## src/rtl/mem_bus_pkg.sv

```systemverilog
// Shared types and defaults for the two-master memory arbiter.
package mem_bus_pkg;
    typedef enum logic [1:0] {
        IDLE  = 2'd0,
        BUSY0 = 2'd1,
        BUSY1 = 2'd2
    } arb_state_t;

    localparam int          DEF_ADDR_W        = 32;
    localparam int          DEF_DATA_W        = 32;
    localparam logic [31:0] DEF_TIMEOUT_RDATA = 32'hDEADBEEF;
endpackage

```

## src/rtl/rr_pick2.sv

```systemverilog
// Two-way round-robin picker: a contested request goes to the master that was not served last.
module rr_pick2 (
    input  logic [1:0] valid,
    input  logic       last_grant,
    output logic [1:0] pick
);
    always_comb begin
        pick = 2'b00;
        case (valid)
            2'b01:   pick = 2'b01;
            2'b10:   pick = 2'b10;
            2'b11:   pick = last_grant ? 2'b01 : 2'b10;
            default: pick = 2'b00;
        endcase
    end
endmodule

```

## src/rtl/mem_arbiter.sv

```systemverilog
// Round-robin arbiter sharing one single-port memory slave between two valid/ready masters,
// with a per-transaction timeout that returns a fixed error word.
module mem_arbiter
    import mem_bus_pkg::*;
#(
    parameter int                ADDR_W         = DEF_ADDR_W,
    parameter int                DATA_W         = DEF_DATA_W,
    parameter int                TIMEOUT_CYCLES = 16,
    parameter logic [DATA_W-1:0] TIMEOUT_RDATA  = DATA_W'(DEF_TIMEOUT_RDATA)
) (
    input  logic                clk,
    input  logic                reset,
    input  logic                m0_valid,
    output logic                m0_ready,
    input  logic [ADDR_W-1:0]   m0_addr,
    input  logic [DATA_W-1:0]   m0_wdata,
    input  logic [DATA_W/8-1:0] m0_wstrb,
    output logic [DATA_W-1:0]   m0_rdata,
    input  logic                m1_valid,
    output logic                m1_ready,
    input  logic [ADDR_W-1:0]   m1_addr,
    input  logic [DATA_W-1:0]   m1_wdata,
    input  logic [DATA_W/8-1:0] m1_wstrb,
    output logic [DATA_W-1:0]   m1_rdata,
    output logic                s_valid,
    input  logic                s_ready,
    output logic [ADDR_W-1:0]   s_addr,
    output logic [DATA_W-1:0]   s_wdata,
    output logic [DATA_W/8-1:0] s_wstrb,
    input  logic [DATA_W-1:0]   s_rdata,
    output logic [1:0]          grant,
    output logic                timeout_err,
    input  logic                err_clr
);
    localparam int               CNT_W    = $clog2(TIMEOUT_CYCLES);
    localparam logic [CNT_W-1:0] CNT_LAST = CNT_W'(TIMEOUT_CYCLES - 1);

    arb_state_t       state;
    logic             last_grant;   // 0: m0 served last, 1: m1 served last
    logic [CNT_W-1:0] tcnt;
    logic [1:0]       pick;
    logic             busy, sel, cur_valid, done, tmo;

    rr_pick2 u_pick (
        .valid      ({m1_valid, m0_valid}),
        .last_grant (last_grant),
        .pick       (pick)
    );

    assign busy      = (state != IDLE);
    assign sel       = (state == BUSY1);
    // A dropped master valid gates everything, so an aborted request never completes.
    assign cur_valid = busy && (sel ? m1_valid : m0_valid);
    assign done      = cur_valid && s_ready;
    assign tmo       = cur_valid && !s_ready && (tcnt == CNT_LAST);

    assign s_valid = cur_valid;
    assign s_addr  = !busy ? '0 : (sel ? m1_addr  : m0_addr);
    assign s_wdata = !busy ? '0 : (sel ? m1_wdata : m0_wdata);
    assign s_wstrb = !busy ? '0 : (sel ? m1_wstrb : m0_wstrb);

    assign m0_ready = (state == BUSY0) && (done || tmo);
    assign m1_ready = (state == BUSY1) && (done || tmo);
    assign m0_rdata = (state == BUSY0) ? (tmo ? TIMEOUT_RDATA : s_rdata) : '0;
    assign m1_rdata = (state == BUSY1) ? (tmo ? TIMEOUT_RDATA : s_rdata) : '0;

    always_ff @(posedge clk or posedge reset) begin
        if (reset) begin
            state       <= IDLE;
            grant       <= 2'b00;
            timeout_err <= 1'b0;
            tcnt        <= '0;
            last_grant  <= 1'b1;
        end else begin
            if (tmo)          timeout_err <= 1'b1;
            else if (err_clr) timeout_err <= 1'b0;

            case (state)
                IDLE: begin
                    tcnt <= '0;
                    if (pick[0]) begin
                        state <= BUSY0;
                        grant <= 2'b01;
                    end else if (pick[1]) begin
                        state <= BUSY1;
                        grant <= 2'b10;
                    end
                end
                default: begin
                    // Every exit returns to IDLE so a stale valid is never re-issued.
                    if (!cur_valid) begin
                        state <= IDLE;
                        grant <= 2'b00;
                    end else if (done || tmo) begin
                        state      <= IDLE;
                        grant      <= 2'b00;
                        last_grant <= sel;
                    end else begin
                        tcnt <= tcnt + 1'b1;
                    end
                end
            endcase
        end
    end
endmodule

```

## config.mk

```make
export PLATFORM = sky130hd
export DESIGN_NAME = mem_arbiter
export DESIGN_NICKNAME = d
export VERILOG_FILES = /design/src/rtl/mem_bus_pkg.sv /design/src/rtl/rr_pick2.sv /design/src/rtl/mem_arbiter.sv
export SDC_FILE = /design/constraint.sdc
export NUM_CORES = 1
export LEC_CHECK = 0
export ABC_AREA = 0
export BUFFER_PORTS_ARGS = -buffer_cell sky130_fd_sc_hd__buf_4
export CAP_MARGIN = 10
export CORE_AREA = 2 2 120 122
export CTS_CLUSTER_SIZE = 14
export DETAILED_ROUTE_END_ITERATION = 8
export DIE_AREA = 0 0 122 124
export PLACE_DENSITY_LB_ADDON = 0.12
export SLEW_MARGIN = 30
export SYNTH_ARGS = -nofsm -noshare
export SYNTH_HDL_FRONTEND = slang
export SYNTH_SLANG_ARGS = --single-unit
export TNS_END_PERCENT = 30
```

## constraint.sdc

```tcl
create_clock -name clk -period 5.35 [get_ports clk]
set_input_delay 1.07 -clock clk [delete_from_list [all_inputs] [get_ports clk]]
set_output_delay 1.07 -clock clk [all_outputs]
set_load 0.005 [all_outputs]
```

==> impl_metrics.py, run 1 <==
metrics = {
    "run_status": {
        "status": "completed",
    },
    "worst_setup_path": {
        "max_stage_delay_ns": 0.65,
        "cp.arrival_ns": 2.64,
        "path_cells": "and2b_2, a21oi_2, or3_1, and3_1, buf_4",
        "worst-setup-path-type": "reg2out",
        "end_kind": "primary output",
        "cp.required_ns": 4.28,
        "slowest_stage": "and2b_2",
        "critPathMaxFanout": 34,
        "r2r_setup_slack_ns": 3.11,
        "worstSetupStartpointType": "flip-flop",
    },
    "timing": {
        "slew_headroom_pct": 51.9,
        "final_hold_viol_count": 0,
        "finalSetupViolCount": 0,
        "fin_tns_setup_ns": 0,
        "worst_pin_slew_ns": 0.719,
        "maxSlewViolCount": 0,
        "skew_ns": 0.00236,
        "grt_setup_unrepaired": "false",
        "clock.fmax_mhz": 270,
        "post-route-period-util_pct": 69.4,
        "period_minus_slack_ns": 3.71,
    },
    "yosys": {
        "synthMuxAreaShare_pct": 0,
        "synth_cell_types": 30,
        "synthAdderAreaFrac_pct": 0.794,
        "ys_ff_latch": 8,
        "syn_nets": 415,
        "synth_top_family_by_area": "compound AO/OA/AOI/OAI gates",
        "ys_seq_area_share_pct": 12.8,
        "synth_compound_area_share_pct": 46.1,
        "synth_xor_area_share_pct": 0,
        "ys_warn_count": 0,
        "postSynthAreaPerCell_um2": 6.57,
        "yosys.area_share.simple_pct": 31.3,
        "synthCells": 240,
        "synthesis.area_um2": 1580,
    },
    "grt": {
        "grt_pass1_vias": 2735,
        "grtUsageTotal_pct": 13.1,
        "grt_pass1_wl_um": 15400,
        "overflow": 0,
        "grt_max_degree": 59,
        "antenna_found_initial": 0,
    },
    "routing": {
        "drtAntennaViolNets": 0,
        "routedWlPerCell_um": 16.6,
        "drc": 0,
        "vias_per_cell": 4.18,
        "drt_iter0_drc": 124,
        "dr.pass1.iters": 4,
        "routed_wl_um": 11800,
        "vias": 2973,
    },
    "final_layout": {
        "syn2layout_area_growth_pct": 162,
        "insertedDiodeCount": 0,
        "num-nets-final": 708,
        "drive_gt1_share_pct": 60.9,
    },
    "die": {
        "rows": 43,
        "start_util_pct": 11.5,
        "io_pins": 312,
        "fp.dieH_um": 124,
        "design.core.area_um2": 13700,
        "die_w_um": 122,
        "dieArea_um2": 15100,
    },
    "clocking": {
        "cts-resized-gates": 0,
        "ctsHoldBuffers": 0,
        "root_buffer": "clkbuf_16",
        "path_clk_slew_ns": 0.03,
        "post_cts_buffers": 0,
        "htree_levels": 1,
        "cts.sinks": 8,
        "cts_tree": "yes",
        "cts_buffer_depth": 2,
        "cts_buffers": 3,
        "clk_latency_ns": 0.23,
    },
    "min_path": {
        "hp-class": "reg2reg",
    },
    "power_and_ir_drop": {
        "p_leak_nw": 2.29,
        "power_mw": 1.18,
        "p_per_area_nw_per_um2": 285,
        "peakVddDrop_mv": 0.0923,
    },
    "placement": {
        "place_congestion": 0.750,
        "hpwl_um": 9880,
        "io_buffers": 311,
    },
    "run": {
        "max_cap_violations": 0,
    },
}
## synthesized netlist by cell type, drive strengths merged
cell type,instances,area [µm²]
nor2,76,285
a22o,68,596
clkbuf,16,60.1
buf,11,63.8
and2,9,56.3
o21ai,9,45.0
and3,8,50.1
dfrtp,7,175
a21oi,5,28.8
inv,5,18.8
nand2b,4,25.0
or3,3,18.8
a211oi,2,20.0
a31oi,2,12.5
nand3,2,10.0
nor2b,2,12.5
nor3,2,10.0
a21boi,1,7.51
a41o,1,10.0
and2b,1,7.51
dfstp,1,26.3
ha,1,12.5
nand2,1,3.75
nand3b,1,7.51
nand4,1,6.26
o211ai,1,7.51
## worst paths after layout
check	start	end	cells past startpoint
min	last_grant	last_grant	2
max in group asynchronous	reset	last_grant	2
min reg2reg	last_grant	last_grant	2
max reg2reg	state[0]	timeout_err	4
max	state[0]	m1_rdata[22]	5
min in group asynchronous	reset	timeout_err	2
## registers in the layout, indices dropped and copies added (netlist names)
name and cells:
timeout_err 1, state 2, last_grant 1, tcnt 4
## critical path: cells and delay by family, from the launching register on
| kind | cells | cell delay, ns |
|---|---|---|
| compound gates | 1 | 0.17 |
| simple gates | 3 | 1.49 |
| flops | 1 | 0.61 |
| buf+inv | 1 | 0.13 |
## layer usage
| layer | part of all wire [%] | global-route usage (%) | vias up |
|---|---|---|---|
| met5 | 0 | 0 | - |
| met2 | 57 | 26.2 | 147 |
| li1 | - | - | 1455 |
| met1 | 35 | 14.7 | 1364 |
| met3 | 7.4 | 2.24 | 7 |
| met4 | 0.61 | 1.87 | 0 |
## where the power goes
group / switching (mW) / total (mW) / internal, mW
clock network: 0.0276 / 0.127 / 0.0991
registers: 0.0333 / 0.108 / 0.0746
logic: 0.412 / 0.942 / 0.530
## cell type report
class | instances | area, µm²
well taps | 180 | 225
flip-flops and latches | 8 | 203
fillers | 1501 | 9590
inverters | 5 | 18.8
multi-input cells | 200 | 1240
repair buffers | 315 | 2360
clock buffers | 4 | 78.8
## through the flow
stage	hold slack, ns	instances	util (%)	setup slack [ns]	instance area, µm²
detailed placement	0.483	708	29.5	1.67	4050
floorplan	0.462	240	-	2.33	1580
CTS	0.492	712	30.1	1.61	4120
finish	0.493	712	30.1	1.64	4130
global route	0.530	712	30.1	1.53	4130
global placement	0.490	708	29.5	1.73	4050
## cells in the final DEF (no fill, tap or decap), types with 3 or more instances in the layout
| master | n |
|---|---|
| buf_4 | 315 |
| nor2_1 | 76 |
| a22o_1 | 68 |
| o21ai_0 | 9 |
| and2_1 | 9 |
| and3_1 | 8 |
| dfrtp_1 | 6 |
| inv_1 | 5 |
| a21oi_1 | 4 |
| or3_1 | 3 |
| nand2b_1 | 3 |
| clkbuf_16 | 3 |
## logic make-up (layout without fill, tap and decap cells)
logic type	Yosys count	in the layout
compound gates	89	89
flops	8	8
fa+ha+maj	1	1
simple gates	110	110
buf+inv	32	324
(Power assumes the default switching activity.)
==> inputs of run 2 (changes only) <==
ABC_AREA = 1   (was 0)
clock period = 3.9 ns   (was 5.35 ns; I/O delays follow)
==> run 2 against run 1 <==
  * Utilization up 1.3 points
  * Routed wire length up 3.8%
  * Power up 81%
  * Via count up 3.7%
  * Critical path type unchanged
  * Critical endpoint is now m0_rdata[0]
  * Highest routed layer unchanged
==> impl_metrics.py, run 2 <==
metrics = {
    "min_path": {
        "min_from": "last_grant",
        "hold-path-cell-count": 2,
        "hp-class": "reg2reg",
    },
    "clocking": {
        "cts_tree": "yes",
        "path_clk_slew_ns": 0.04,
        "post_cts_buffers": 0,
        "cts-resized-gates": 0,
        "htree_levels": 1,
        "clk_latency_ns": 0.24,
        "cts.sinks": 8,
        "root_buffer": "clkbuf_16",
        "ctsHoldBuffers": 0,
        "cts_buffers": 3,
        "cts_buffer_depth": 2,
    },
    "grt": {
        "overflow": 0,
        "grtUsageTotal_pct": 14.0,
        "antenna_found_initial": 0,
        "grt_max_degree": 71,
        "grt_pass1_vias": 2755,
        "grt_pass1_wl_um": 16400,
    },
    "routing": {
        "dr_wl_met3_um": 1260,
        "routed_wl_um": 12300,
        "routedWlPerCell_um": 16.8,
        "vias_per_cell": 4.20,
        "vias": 3082,
        "drtAntennaViolNets": 0,
        "wl_met1_um": 4500,
        "drc": 0,
        "met2_length_um": 6420,
        "dr.pass1.iters": 4,
        "top_layer": "met4",
        "drt_iter0_drc": 120,
    },
    "final_layout": {
        "drive_gt1_share_pct": 64.6,
        "insertedDiodeCount": 0,
        "instances_no_fill": 733,
        "num-nets-final": 729,
        "max_flop_register": "tcnt",
        "final_common_cell": "buf_4",
        "layout_common_cells": "buf_4 (318), a22o_1 (68), inv_1 (36)",
        "reg.largest.list": "tcnt (4), state (2)",
        "syn2layout_area_growth_pct": 143,
        "largest_reg_flops": 4,
    },
    "die": {
        "rows": 43,
        "dieArea_um2": 15100,
        "io_pins": 312,
        "die_w_um": 122,
        "start_util_pct": 12.9,
        "fp.dieH_um": 124,
        "design.core.area_um2": 13700,
    },
    "timing": {
        "final_hold_viol_count": 0,
        "worst_pin_slew_ns": 0.724,
        "grt_setup_unrepaired": "false",
        "finalSetupViolCount": 0,
        "period_minus_slack_ns": 3.18,
        "clock.fmax_mhz": 315,
        "post-route-period-util_pct": 81.4,
        "maxSlewViolCount": 0,
        "slew_headroom_pct": 51.7,
        "skew_ns": 0.00388,
        "fin_tns_setup_ns": 0,
    },
    "run_status": {
        "status": "completed",
    },
    "power_and_ir_drop": {
        "peakVddDrop_mv": 0.144,
        "p_leak_nw": 2.43,
        "power_mw": 2.13,
        "p_per_area_nw_per_um2": 494,
    },
    "yosys": {
        "synth_top_area_cell": "a22o_1",
        "synth.most_common_cell": "a22o_1",
        "synth_cell_types": 26,
        "synthCells": 259,
        "postSynthAreaPerCell_um2": 6.83,
        "synth_edf_count": 0,
        "ys_warn_count": 0,
        "ys_async_sr_fraction_pct": 100,
        "syn_nets": 434,
        "synthTopCellsByArea": "a22o_1 (34%), a21oi_2 (14%), dfrtp_1 (9.9%), inv_1 (7.6%), a21oi_1 (5.4%)",
        "synthesis.area_um2": 1770,
        "ys_ff_latch": 8,
        "synth_top_cell_area_share_pct": 33.7,
        "synth_common_cells": "a22o_1 (68), inv_1 (36), a21oi_2 (29)",
        "synth_ff_type": "dfrtp_1",
        "ys_seq_area_share_pct": 11.4,
    },
    "worst_setup_path": {
        "cp.arrival_ns": 2.40,
        "end_kind": "primary output",
        "r2r-start": "state[1]",
        "cp.required_ns": 3.12,
        "slowest_stage": "nand3_2",
        "worstSetupStartpointType": "flip-flop",
        "max_stage_delay_ns": 0.55,
        "critPathMaxFanout": 23,
        "worst-setup-path-type": "reg2out",
        "worstRegToRegCells": 4,
        "startpoint": "state[1]",
        "path_common_cell": "buf_4",
        "path_cells": "inv_1, nand2_1, nand3_2, buf_4, a21oi_1, buf_4",
    },
    "placement": {
        "hpwl_um": 10200,
        "io_buffers": 311,
        "place_congestion": 0.767,
        "numPlacedInstances": 729,
    },
    "run": {
        "max_cap_violations": 0,
    },
}
## run 2: changes by cell type after synthesis, moves of 8 or more
cell,previous run,this run
nor2_1,76,20
a21oi_1,4,19
nand2_1,1,24
a21oi_2,1,29
and3_1,8,0
and2_1,9,0
inv_1,5,36
nand3_1,2,13
## run 2: cells by family (layout without fill, tap and decap cells)
group,after synthesis,after routing,synth area share [%]
compound gates,122,122,55.6
xor+xnor,1,1,0.495
fa+ha+maj,1,1,0.707
buf+inv,66,360,16.9
flops,8,8,11.4
simple gates,61,61,14.9
## run 2: path summary, 6_finish.rpt
path	endpoint	slack, ns
max	m0_rdata[0]	0.72
min	last_grant	0.48
max reg2reg	timeout_err	2.17
min reg2reg	last_grant	0.48
max in group asynchronous	last_grant	3.09
min in group asynchronous	tcnt[1]	0.50
## run 2: area by class of cell
type | count | area (µm²)
fill | 1515 | 9410
timing repair buffer | 318 | 2390
multi-input combinational | 185 | 1270
tap | 180 | 225
sequential | 8 | 203
inverter | 38 | 143
clock buffer | 4 | 78.8
## run 2: worst max-delay path: cells and delay by family, from the launching register on
family          cells  cell delay [ns]
buf+inv             3             0.67
simple gates        2             0.86
flops               1             0.45
compound gates      1             0.17
## run 2: per-layer routing
layer | vias to the layer above | track usage (%)
met5 | - | 0
met4 | 0 | 2.66
met3 | 8 | 3.94
met2 | 157 | 26.7
met1 | 1405 | 15.5
li1 | 1512 | -
## run 2: report_power, final
part           total, mW  switching, mW  internal [mW]
Sequential         0.130         0.0227          0.107
Clock              0.186         0.0492          0.137
Combinational       1.81          0.852          0.959
Total               2.13          0.924           1.20
## run 2: stage by stage
| stage | worst slack, ns | hold WS (ns) | cell area (µm²) | util (%) |
|---|---|---|---|---|
| finish | 0.725 | 0.481 | 4310 | 31.4 |
| global route | 0.476 | 0.510 | 4310 | 31.4 |
| CTS | 0.724 | 0.482 | 4310 | 31.4 |
| detailed placement | 0.818 | 0.475 | 4230 | 30.8 |
| global placement | 0.858 | 0.471 | 4230 | 30.8 |
| floorplan | 1.67 | 0.455 | 1770 | - |
==> inputs of run 3 (changes only) <==
clock period = 3.3 ns   (was 3.9 ns; I/O delays follow)
==> run 3 against run 2 <==
  * Design area up 0.41%
  * Global-route usage grew 0.15 points
  * Non-clock buffer count decreased by 1
  * First-iteration DRC count shrank 22%
  * Final cell count decreased by 0.14%
  * Power is 19% higher
  * Setup slack got worse by 0.14 ns
  * Via count shrank 1.5%
  * Clock skew about the same
  * Sequential cell count did not move
==> impl_metrics.py, run 3 (same netlist as run 2, synthesis figures left out) <==
metrics = {
    "placement": {
        "numPlacedInstances": 728,
        "place_congestion": 0.780,
        "pre_cts_ws_ns": 0.819,
        "placed_area_um2": 4240,
        "io_buffers": 311,
        "hpwl_um": 10200,
    },
    "die": {
        "start_util_pct": 12.9,
        "die_w_um": 122,
        "rows": 43,
        "fp.dieH_um": 124,
        "dieArea_um2": 15100,
        "design.core.area_um2": 13700,
        "io_pins": 312,
    },
    "routing": {
        "drt_iter0_drc": 94,
        "routed_wl_um": 12300,
        "dr.pass1.iters": 4,
        "routedWlPerCell_um": 16.8,
        "drc": 0,
        "vias_per_cell": 4.15,
        "drtAntennaViolNets": 0,
        "vias": 3035,
    },
    "worst_setup_path": {
        "end_kind": "primary output",
        "cp.arrival_ns": 2.05,
        "r2r-start": "state[0]",
        "critPathMaxFanout": 51,
        "startpoint": "state[0]",
        "cp.required_ns": 2.64,
        "worst-setup-path-type": "reg2out",
        "worstSetupStartpointType": "flip-flop",
    },
    "final_layout": {
        "syn2layout_area_growth_pct": 144,
        "max_flop_register": "tcnt",
        "instances_no_fill": 732,
        "final_common_cell": "buf_4",
        "largest_reg_flops": 4,
        "design_area_um2": 4320,
        "layout_common_cells": "buf_4 (315), a22o_1 (68), inv_1 (36)",
        "reg.largest.list": "tcnt (4), state (2)",
        "drive_gt1_share_pct": 64.5,
        "insertedDiodeCount": 0,
        "num-nets-final": 728,
        "fin_util_pct": 31.5,
    },
    "power_and_ir_drop": {
        "power_mw": 2.53,
        "p_leak_nw": 2.44,
        "p_per_area_nw_per_um2": 585,
        "peakVddDrop_mv": 0.280,
    },
    "clocking": {
        "root_buffer": "clkbuf_16",
        "cts-resized-gates": 0,
        "post_cts_buffers": 0,
        "path_clk_slew_ns": 0.04,
        "cts_tree": "yes",
        "cts.sinks": 8,
        "htree_levels": 1,
        "cts_buffer_depth": 2,
        "cts_buffers": 3,
        "ctsHoldBuffers": 0,
        "clk_latency_ns": 0.23,
    },
    "timing": {
        "grt_setup_unrepaired": "false",
        "slew_headroom_pct": 64.9,
        "worst_pin_slew_ns": 0.527,
        "hold_slack_ns": 0.387,
        "maxSlewViolCount": 0,
        "post-route-period-util_pct": 82.2,
        "fin_ws_ns": 0.588,
        "skew_ns": 0.00342,
        "period_minus_slack_ns": 2.71,
        "clock.fmax_mhz": 369,
        "fin_tns_setup_ns": 0,
        "final_hold_viol_count": 0,
        "finalSetupViolCount": 0,
    },
    "grt": {
        "overflow": 0,
        "grtUsageTotal_pct": 14.1,
        "grt_pass1_vias": 2814,
        "grt_max_degree": 58,
        "antenna_found_initial": 0,
        "grt_pass1_wl_um": 16600,
    },
    "run_status": {
        "status": "completed",
    },
    "min_path": {
        "hp-class": "in2async",
    },
    "run": {
        "max_cap_violations": 0,
    },
}
run 3: changes by cell type in the layout (fill, tap and decap cells not counted):
cell and delta:
buf_4 -3, buf_12 +2
run 3: area by class of cell:
cell class,instances,area (µm²)
Fill cell,1522,9400
Timing Repair Buffer,317,2400
Multi-Input combinational cell,185,1270
Tap cell,180,225
Sequential cell,8,203
Inverter,38,143
Clock buffer,4,78.8
run 3: final timing paths:
check,endpoint,slack (ns),depth (start not counted)
max,m0_rdata[18],0.59,5
min,tcnt[1],0.39,2
max reg2reg,tcnt[0],1.52,8
min reg2reg,last_grant,0.48,2
max in group asynchronous,last_grant,2.62,2
min in group clk,last_grant,0.48,2
run 3: where the power goes:
part	switching, mW	leakage [nW]	internal [mW]
sequential	0.0517	0.104	0.126
combinational	0.992	2.29	1.15
clock	0.0507	0.0382	0.161
run 3: per-layer routing:
metal  GRT usage, %  wire length [µm]
met1           15.4              4420
met2           26.0              6270
met3           5.36              1420
met4           3.02               197
met5              0                 0
run 3: critical path, cell delays in order, from the launching register on:
cell     delay [ns]
dfrtp_2        0.59
buf_4          0.52
nand2_1        0.10
buf_4          0.25
a21oi_1        0.18
buf_4          0.13
